===== src/rtl/flow_reinit_arbiter.sv =====
// ---------------------------------------------------------------------------
// flow_reinit_arbiter
//
// Shares the single write port of the per-flow context RAM between engine
// context writeback and runtime per-flow re-initialisation requests. A
// re-init writes rst_cntxt into one flow's context, then pushes that flow ID
// back into the scheduling FIFO. Nothing is granted until the power-on
// RAM/FIFO reset sequencer raises init_done. Engine writeback normally wins;
// a starvation counter forces a re-init grant after STARVE_LIMIT blocked
// cycles.
//
// Ports:
//   clk, rst_n          clock, asynchronous active-low reset
//   init_done           power-on reset sequence complete (enables arbitration)
//   rst_cntxt           default context written on re-init
//   reinit_req_*        re-init request handshake (val/rdy, flow ID)
//   eng_wr_*            engine writeback (val, flow ID, data) and grant (rdy)
//   cntxt_wr_*          registered context RAM write port
//   fifo_push_*         scheduling FIFO push port (val/rdy, flow ID)
//   busy                any re-init queued, being written or awaiting push
// ---------------------------------------------------------------------------
module flow_reinit_arbiter #(
    parameter int FLOW_ID_W    = 10,
    parameter int CNTXT_W      = 64,
    parameter int REQ_DEPTH    = 4,
    parameter int STARVE_LIMIT = 8
) (
    input  logic                 clk,
    input  logic                 rst_n,
    input  logic                 init_done,
    input  logic [CNTXT_W-1:0]   rst_cntxt,
    input  logic                 reinit_req_val,
    input  logic [FLOW_ID_W-1:0] reinit_req_flowid,
    output logic                 reinit_req_rdy,
    input  logic                 eng_wr_val,
    input  logic [FLOW_ID_W-1:0] eng_wr_flowid,
    input  logic [CNTXT_W-1:0]   eng_wr_data,
    output logic                 eng_wr_rdy,
    output logic                 cntxt_wr_val,
    output logic [FLOW_ID_W-1:0] cntxt_wr_flowid,
    output logic [CNTXT_W-1:0]   cntxt_wr_data,
    output logic                 fifo_push_val,
    output logic [FLOW_ID_W-1:0] fifo_push_flowid,
    input  logic                 fifo_push_rdy,
    output logic                 busy
);

    localparam int AW = $clog2(REQ_DEPTH);
    localparam int CW = $clog2(STARVE_LIMIT + 1);

    logic [FLOW_ID_W-1:0] req_mem [REQ_DEPTH];
    logic [AW:0]          wr_ptr;
    logic [AW:0]          rd_ptr;
    logic [CW-1:0]        starve_cnt;
    logic                 ws_reinit;

    logic active;
    logic fifo_empty;
    logic fifo_full;
    logic enq;
    logic push_drain;
    logic reinit_elig;
    logic starve_hit;
    logic grant_reinit;
    logic grant_eng;

    // Arbitration and handshakes. Gating with rst_n keeps the combinational
    // ready outputs at 0 while reset is asserted, matching the registers.
    always_comb begin
        active       = init_done & rst_n;
        fifo_empty   = (wr_ptr == rd_ptr);
        fifo_full    = (wr_ptr[AW] != rd_ptr[AW]) &&
                       (wr_ptr[AW-1:0] == rd_ptr[AW-1:0]);
        // Full is taken before any pop this cycle, so no enqueue on full.
        reinit_req_rdy = active & ~fifo_full;
        enq            = reinit_req_val & reinit_req_rdy;
        push_drain     = fifo_push_val & fifo_push_rdy;
        // Only one re-init may be in flight: none in the write stage and the
        // push register free (or freeing this cycle).
        reinit_elig  = active & ~fifo_empty & ~(cntxt_wr_val & ws_reinit) &
                       (~fifo_push_val | fifo_push_rdy);
        starve_hit   = (starve_cnt == CW'(STARVE_LIMIT));
        grant_reinit = reinit_elig & (starve_hit | ~eng_wr_val);
        grant_eng    = active & eng_wr_val & ~(starve_hit & reinit_elig);
        eng_wr_rdy   = grant_eng;
        busy         = ~fifo_empty | (cntxt_wr_val & ws_reinit) | fifo_push_val;
    end

    // Request FIFO storage; contents need no reset because the pointers
    // define which entries are valid.
    always_ff @(posedge clk) begin
        if (enq) begin
            req_mem[wr_ptr[AW-1:0]] <= reinit_req_flowid;
        end
    end

    // Request FIFO pointers. While init_done is low nothing can enqueue or
    // pop, so holding the flush for the whole low period has the same effect
    // as flushing on the sampled falling edge.
    always_ff @(posedge clk or negedge rst_n) begin
        if (!rst_n) begin
            wr_ptr <= '0;
            rd_ptr <= '0;
        end else if (!init_done) begin
            wr_ptr <= '0;
            rd_ptr <= '0;
        end else begin
            if (enq) begin
                wr_ptr <= wr_ptr + (AW+1)'(1);
            end
            if (grant_reinit) begin
                rd_ptr <= rd_ptr + (AW+1)'(1);
            end
        end
    end

    // Starvation counter: counts consecutive cycles in which an eligible
    // re-init lost to the engine, saturating at the limit.
    always_ff @(posedge clk or negedge rst_n) begin
        if (!rst_n) begin
            starve_cnt <= '0;
        end else if (!init_done || grant_reinit || !reinit_elig) begin
            starve_cnt <= '0;
        end else if (!starve_hit) begin
            starve_cnt <= starve_cnt + CW'(1);
        end
    end

    // Write stage: one-cycle registered copy of whichever source was granted.
    // ws_reinit remembers that the write came from a re-init so that the
    // flow ID moves on to the push register afterwards.
    always_ff @(posedge clk or negedge rst_n) begin
        if (!rst_n) begin
            cntxt_wr_val    <= 1'b0;
            cntxt_wr_flowid <= '0;
            cntxt_wr_data   <= '0;
            ws_reinit       <= 1'b0;
        end else begin
            cntxt_wr_val <= grant_eng | grant_reinit;
            ws_reinit    <= grant_reinit;
            if (grant_eng) begin
                cntxt_wr_flowid <= eng_wr_flowid;
                cntxt_wr_data   <= eng_wr_data;
            end else if (grant_reinit) begin
                cntxt_wr_flowid <= req_mem[rd_ptr[AW-1:0]];
                cntxt_wr_data   <= rst_cntxt;
            end
        end
    end

    // Push register: loaded after a re-init write and held until the
    // scheduling FIFO accepts it. Eligibility guarantees it is free (or
    // draining) whenever a reload arrives.
    always_ff @(posedge clk or negedge rst_n) begin
        if (!rst_n) begin
            fifo_push_val    <= 1'b0;
            fifo_push_flowid <= '0;
        end else if (cntxt_wr_val && ws_reinit) begin
            fifo_push_val    <= 1'b1;
            fifo_push_flowid <= cntxt_wr_flowid;
        end else if (push_drain) begin
            fifo_push_val    <= 1'b0;
        end
    end

endmodule

===== config.mk =====
export PLATFORM = sky130hd
export DESIGN_NAME = flow_reinit_arbiter
export DESIGN_NICKNAME = d
export VERILOG_FILES = /design/src/rtl/flow_reinit_arbiter.sv
export SDC_FILE = /design/constraint.sdc
export NUM_CORES = 1
export LEC_CHECK = 0
export BUFFER_PORTS_ARGS = -buffer_cell sky130_fd_sc_hd__buf_2
export CELL_PAD_IN_SITES_DETAIL_PLACEMENT = 1
export CELL_PAD_IN_SITES_GLOBAL_PLACEMENT = 2
export CORE_ASPECT_RATIO = 0.75
export CORE_UTILIZATION = 32
export CTS_BUF_LIST = sky130_fd_sc_hd__clkbuf_8
export CTS_CLUSTER_DIAMETER = 80
export DETAILED_ROUTE_END_ITERATION = 12
export GPL_ROUTABILITY_DRIVEN = 0
export PLACE_DENSITY = 0.87
export REMOVE_ABC_BUFFERS = 1
export SLEW_MARGIN = 30
export SYNTH_ARGS = -nofsm -noshare
export SYNTH_HDL_FRONTEND = slang
export SYNTH_SLANG_ARGS = --single-unit
export TNS_END_PERCENT = 5

===== constraint.sdc =====
create_clock -name clk -period 2.9 [get_ports clk]
set_input_delay 0.58 -clock clk [delete_from_list [all_inputs] [get_ports clk]]
set_output_delay 0.58 -clock clk [all_outputs]
set_load 0.01 [all_outputs]

# Word-level counts from Yosys, hierarchy flattened
# Memories as Yosys holds them, arrays and structs flattened.
# Index checks and enable logic that the tools add are counted.
[op_classes] bitwise_logic=23 muxes=14 add_sub_neg=3 n_reduce_logical=8 eq_ne=7
[op_table] operator="2-to-1 mux 64 bit" n=2
[op_table] operator="2-to-1 mux 10 bit" n=2
[op_table] operator="bitwise AND 1 bit" n=12
[op_table] operator="2-to-1 mux 3 bit" n=4
[op_table] operator="2-to-1 mux 4 bit" n=2
[op_table] operator="adder 3 x 1 -> 3 bit, second input constant" n=2
[op_table] operator="!= test 2 x 1 -> 1 bit, second input constant" n=3
[op_table] operator="NOT 1 bit" n=6
[op_table] operator="OR 1 bit" n=5
[op_table] operator="adder 4 x 1 -> 4 bit, second input constant" n=1
[op_table] operator="== test 4 bit, second input constant" n=1
[op_table] operator="2-to-1 mux 1 bit" n=4
[op_table] operator="nonzero test 2 bit" n=2
[op_table] operator="== test 3 bit" n=1
[op_table] operator="== test 2 bit" n=1
[op_table] operator="logical AND 1 bit" n=2
[op_table] operator="zero test 1 bit" n=2
[op_table] operator="logical OR 1 bit" n=2
[op_table] operator="!= test 1 bit" n=1
[word_totals] ram_bits=40 regBits=97 memories=1 in_bits=154 elab_cells=65
[memory_table] memory="req_mem" depth=4 width=10 read_ports=1 rd_ports_with_merged_regs=0 wr=1 line_no="51" source="logic [FLOW_ID_W-1:0] req_mem [REQ_DEPTH];"

# Longest topological paths before layout
[logic_depth] depth_word=9 ltp_mapped=8 ltp_nobuf=6

# Least setup slack after synthesis
# Ideal clock, no wire load.
[synth_timing] path_kind="register to output" startpoint="register rd_ptr[0]" endpoint="output eng_wr_rdy" arrival_time_ns=1.582 n_path_buf=1 stages_incl_launch_ff=5 slack_ns=0.738 cell_sequence="dfrtp_1 xnor2_1 a311oi_2 a21oi_2 clkbuf_1"
[synth_via] elab_chain_len=8
[synth_rtl] item="from (decl)" line_no="53" source="logic [AW:0] rd_ptr;"
[synth_rtl] item="from (signal assigned)" line_no="112" source="rd_ptr <= rd_ptr + (AW+1)'(1);"
[synth_rtl] item="== test 3 bit" line_no="71" source="fifo_empty = (wr_ptr == rd_ptr);"
[synth_rtl] item="NOT 1 bit" line_no="80" source="reinit_elig = active & ~fifo_empty & ~(cntxt_wr_val & ws_reinit) &"
[synth_rtl] item="bitwise AND 1 bit (3 in series)" line_no="80"
[synth_rtl] item="bitwise AND 1 bit" line_no="84" source="grant_eng = active & eng_wr_val & ~(starve_hit & reinit_elig);"
[synth_rtl] item="NOT 1 bit" line_no="84"
[synth_rtl] item="bitwise AND 1 bit" line_no="84"
[synth_rtl] item="to (decl)" line_no="38" source="output logic eng_wr_rdy,"
# Every way passes these cells.

# Worst setup path after layout
[layout_timing] startpoint="register wr_ptr[0]" endpoint="output eng_wr_rdy"
[layout_via] elab_chain_len=8
[layout_rtl] item="from (decl)" line_no="52" source="logic [AW:0] wr_ptr;"
[layout_rtl] item="from (signal assigned)" line_no="109" source="wr_ptr <= wr_ptr + (AW+1)'(1);"
[layout_rtl] item="== test 3 bit" line_no="71"
[layout_rtl] item="NOT 1 bit" line_no="80"
[layout_rtl] item="bitwise AND 1 bit (3 in series)" line_no="80"
[layout_rtl] item="bitwise AND 1 bit" line_no="84"
[layout_rtl] item="NOT 1 bit" line_no="84"
[layout_rtl] item="bitwise AND 1 bit" line_no="84"
# Every way passes these cells.

==> flow_summary.json <==
{
  "fmax_mhz": 383,
  "worst_pin_slew_ns": 0.864,
  "setup_viol_count_final": 0,
  "drc": 0,
  "power_density_nw_per_um2": 614,
  "num_vias": 4627,
  "fin_crit_sh_pct": 89.9,
  "clkSinkCount": 137,
  "grt_pass1_vias": 4902,
  "die-area_um2": 18700,
  "report.final.hold_viol_count": 0,
  "drt-total-wl_um": 18100,
  "vias_per_cell": 5.13,
  "numCtsBuffers": 17,
  "cts.clk_slew.worst_paths_ns": 0.08,
  "firstDrtPassIters": 6,
  "layout.nets": 808,
  "grt_max_degree": 58,
  "cts_buffer_depth": 2,
  "relSlewSlack_pct": 42.0,
  "crit_chain": "xnor2_1 > a311oi_4 > a21oi_4 > buf_2",
  "ir_drop_mv": 0.221,
  "initial_core_util_pct": 32.8,
  "syn_area_per_cell_um2": 14.3,
  "cts_tree": "yes",
  "maxCapViolCount": 0,
  "drive_gt1_share_pct": 47.7,
  "drt_iter0_drc": 279,
  "cp.arrival_ns": 2.03,
  "required_ns": 2.32,
  "cts_htree_levels": 4,
  "use_met1_pct": 26.3,
  "ys_ff_latch": 137,
  "synth_top_family_by_area": "compound AO/OA/AOI/OAI gates",
  "grt_remaining_overflow": 0,
  "ys_warn_count": 0,
  "p_leak_nw": 3.89,
  "track_usage_pct": 20.0,
  "synth_fa_ha_area_share_pct": 1.51,
  "place_area_um2": 7320,
  "rsz0062_at_grt": "no",
  "synth_xor_area_share_pct": 1.06,
  "dp.final_hpwl_um": 12900,
  "post-route-cell-area_um2": 7670,
  "netlist_area_um2": 5800,
  "final_antenna_net_count": 0,
  "busiest_layer": "met2",
  "critPathSlowestCell": "xnor2_1",
  "hold_class": "input pin to asynchronous set/reset pin",
  "crit_path_start_kind": "flop",
  "n_antenna_cell": 0,
  "slew_violations": 0,
  "total_power_mw": 4.71,
  "io_pins": 243,
  "yosys.cell_types.count": 34,
  "synth_seq_area_share_pct": 62.5,
  "synth-compound-area-share_pct": 14.8,
  "synth-simple-area-share_pct": 10.4,
  "fin_crit_ns": 2.61,
  "endpoint_kind": "primary output",
  "core_um2": 17700,
  "antenna_found_initial": 0,
  "holdWs_ns": 0.333,
  "clock_skew_ns": 0.0154,
  "clkLatencyLatePin_ns": 0.45,
  "area_growth_pct": 32.2,
  "avgRoutedWirePerCell_um": 20.1,
  "die-height_um": 119,
  "synth_mux_area_share_pct": 6.00,
  "fp.dieW_um": 157,
  "portBuffers": 242,
  "crit_type": "flop to primary output",
  "cts_root_buffer": "clkbuf_8",
  "outcome": "finished clean",
  "met3_usage_pct": 5.02,
  "cts_hold_buf": 0,
  "worst_path_largest_cell_delay_ns": 0.47,
  "postSynthCellCount": 407,
  "grt_util_met2_pct": 32.4,
  "worstPathMaxFanout": 5,
  "grt_pass1_wl_um": 28100,
  "rows": 42
}
[cell usage after synthesis, drive strengths merged]
| cell type | count | area share (%) |
|---|---|---|
| a311o | 1 | 0.17 |
| mux2i | 1 | 0.17 |
| or3 | 1 | 0.11 |
| ha | 7 | 1.5 |
| dfrtp | 97 | 42 |
| xor2 | 2 | 0.30 |
| nor2b | 1 | 0.11 |
| o21bai | 1 | 0.13 |
| buf | 14 | 1.9 |
| or2 | 1 | 0.11 |
| inv | 8 | 0.52 |
| edfxtp | 40 | 21 |
| o21ba | 1 | 0.17 |
| nand2 | 7 | 0.45 |
| mux2 | 10 | 1.9 |
| and3b | 1 | 0.15 |
| o31ai | 1 | 0.13 |
| a221o | 74 | 13 |
| clkbuf | 22 | 1.4 |
| xnor2 | 5 | 0.75 |
| mux4 | 10 | 3.9 |
| nand3 | 4 | 0.35 |
| a21oi | 3 | 0.32 |
| and3 | 75 | 8.1 |
| nand4 | 1 | 0.11 |
| o21ai | 3 | 0.26 |
| and2 | 4 | 0.43 |
| a311oi | 3 | 0.56 |
| a21o | 1 | 0.13 |
| nor2 | 7 | 0.45 |
| a31oi | 1 | 0.11 |
[sequential cells by signal, indices dropped and copies added (netlist names)]
name and flops:
cntxt_wr_val 1, rd_ptr 3, cntxt_wr_flowid 10, fifo_push_val 1
fifo_push_flowid 10, wr_ptr 3, req_mem 40, starve_cnt 4
cntxt_wr_data 64, ws_reinit 1
[placed cells by master (no fill, tap or decap), types with 2 or more instances in the layout]
cell type / n
a21oi_1: 2
a221o_1: 74
and2_1: 4
and3_1: 75
buf_12: 4
buf_2: 241
buf_4: 12
clkbuf_8: 18
clkinv_2: 3
clkinv_4: 2
clkinvlp_4: 3
dfrtp_1: 97
edfxtp_1: 40
ha_1: 7
inv_1: 9
inv_4: 2
inv_6: 3
mux2_2: 10
mux4_2: 10
nand2_1: 7
nand3_1: 4
nor2_1: 7
o21ai_0: 3
xnor2_1: 4
xor2_1: 2
[worst max-delay path, delay by kind of cell, from the launching register on]
| family | cells | cell delay [ns] |
|---|---|---|
| compound gates | 2 | 0.49 |
| xor+xnor | 1 | 0.47 |
| flops | 1 | 0.45 |
| buf+inv | 1 | 0.18 |
[routing by layer]
metal  wire length (µm)  part of all wire, %
met1               8040                   44
met2               8700                   48
met3               1110                  6.1
met4                276                  1.5
met5                  0                    0
[cell type report]
cell class,instances,area (µm²)
fill,1949,10000
sequential,137,3630
multi-input combinational,226,1990
timing repair buffer,257,1380
tap,242,303
clock buffer,18,248
clock inverter,14,97.6
inverter,8,30.0
[final timing paths]
path / to / start / slack [ns] / cells after the start
worst max-delay path: eng_wr_rdy / wr_ptr[0] / 0.29 / 4
worst min-delay path: cntxt_wr_data[7] / rst_n / 0.33 / 2
worst max register to register: req_mem[2][9] / wr_ptr[0] / 0.45 / 3
worst min register to register: starve_cnt[0] / starve_cnt[0] / 0.49 / 1
max in group asynchronous: cntxt_wr_data[40] / rst_n / 1.53 / 3
min in group clk: cntxt_wr_data[16] / eng_wr_data[16] / 0.36 / 2
[power by group]
group | switching (mW) | total (mW) | internal (mW)
clock | 0.776 | 1.39 | 0.615
sequential | 0.149 | 2.37 | 2.23
combinational | 0.485 | 0.946 | 0.460
total | 1.41 | 4.71 | 3.30
[stage by stage]
stage	std cells	setup WS [ns]	setup TNS, ns	utilization (%)
after floorplan	371	-1.68	-127.85	-
after global placement	870	0.638	0	41.3
after detailed placement	870	0.469	0	41.3
after CTS	902	0.0486	0	43.3
after global routing	902	0.150	0	43.3
final	902	0.292	0	43.3
[cell families (layout without fill, tap and decap cells)]
family / Yosys count / after routing
buffers and inverters: 44 / 297
adders and majority gates: 7 / 7
muxes: 21 / 21
and+or+nand+nor: 102 / 102
DFF: 137 / 137
AOI/OAI and AO/OA: 89 / 89
xor gates and xnor gates: 7 / 7
[timing repair]
| item | 4_1_cts | 5_1_grt |
|---|---|---|
| setup buffers | 0 | 0 |
| endpoints found under the setup margin | 0 | 1 |
| gates resized for setup | 0 | 1 |
No activity file was read; power rests on OpenSTA's default activity.
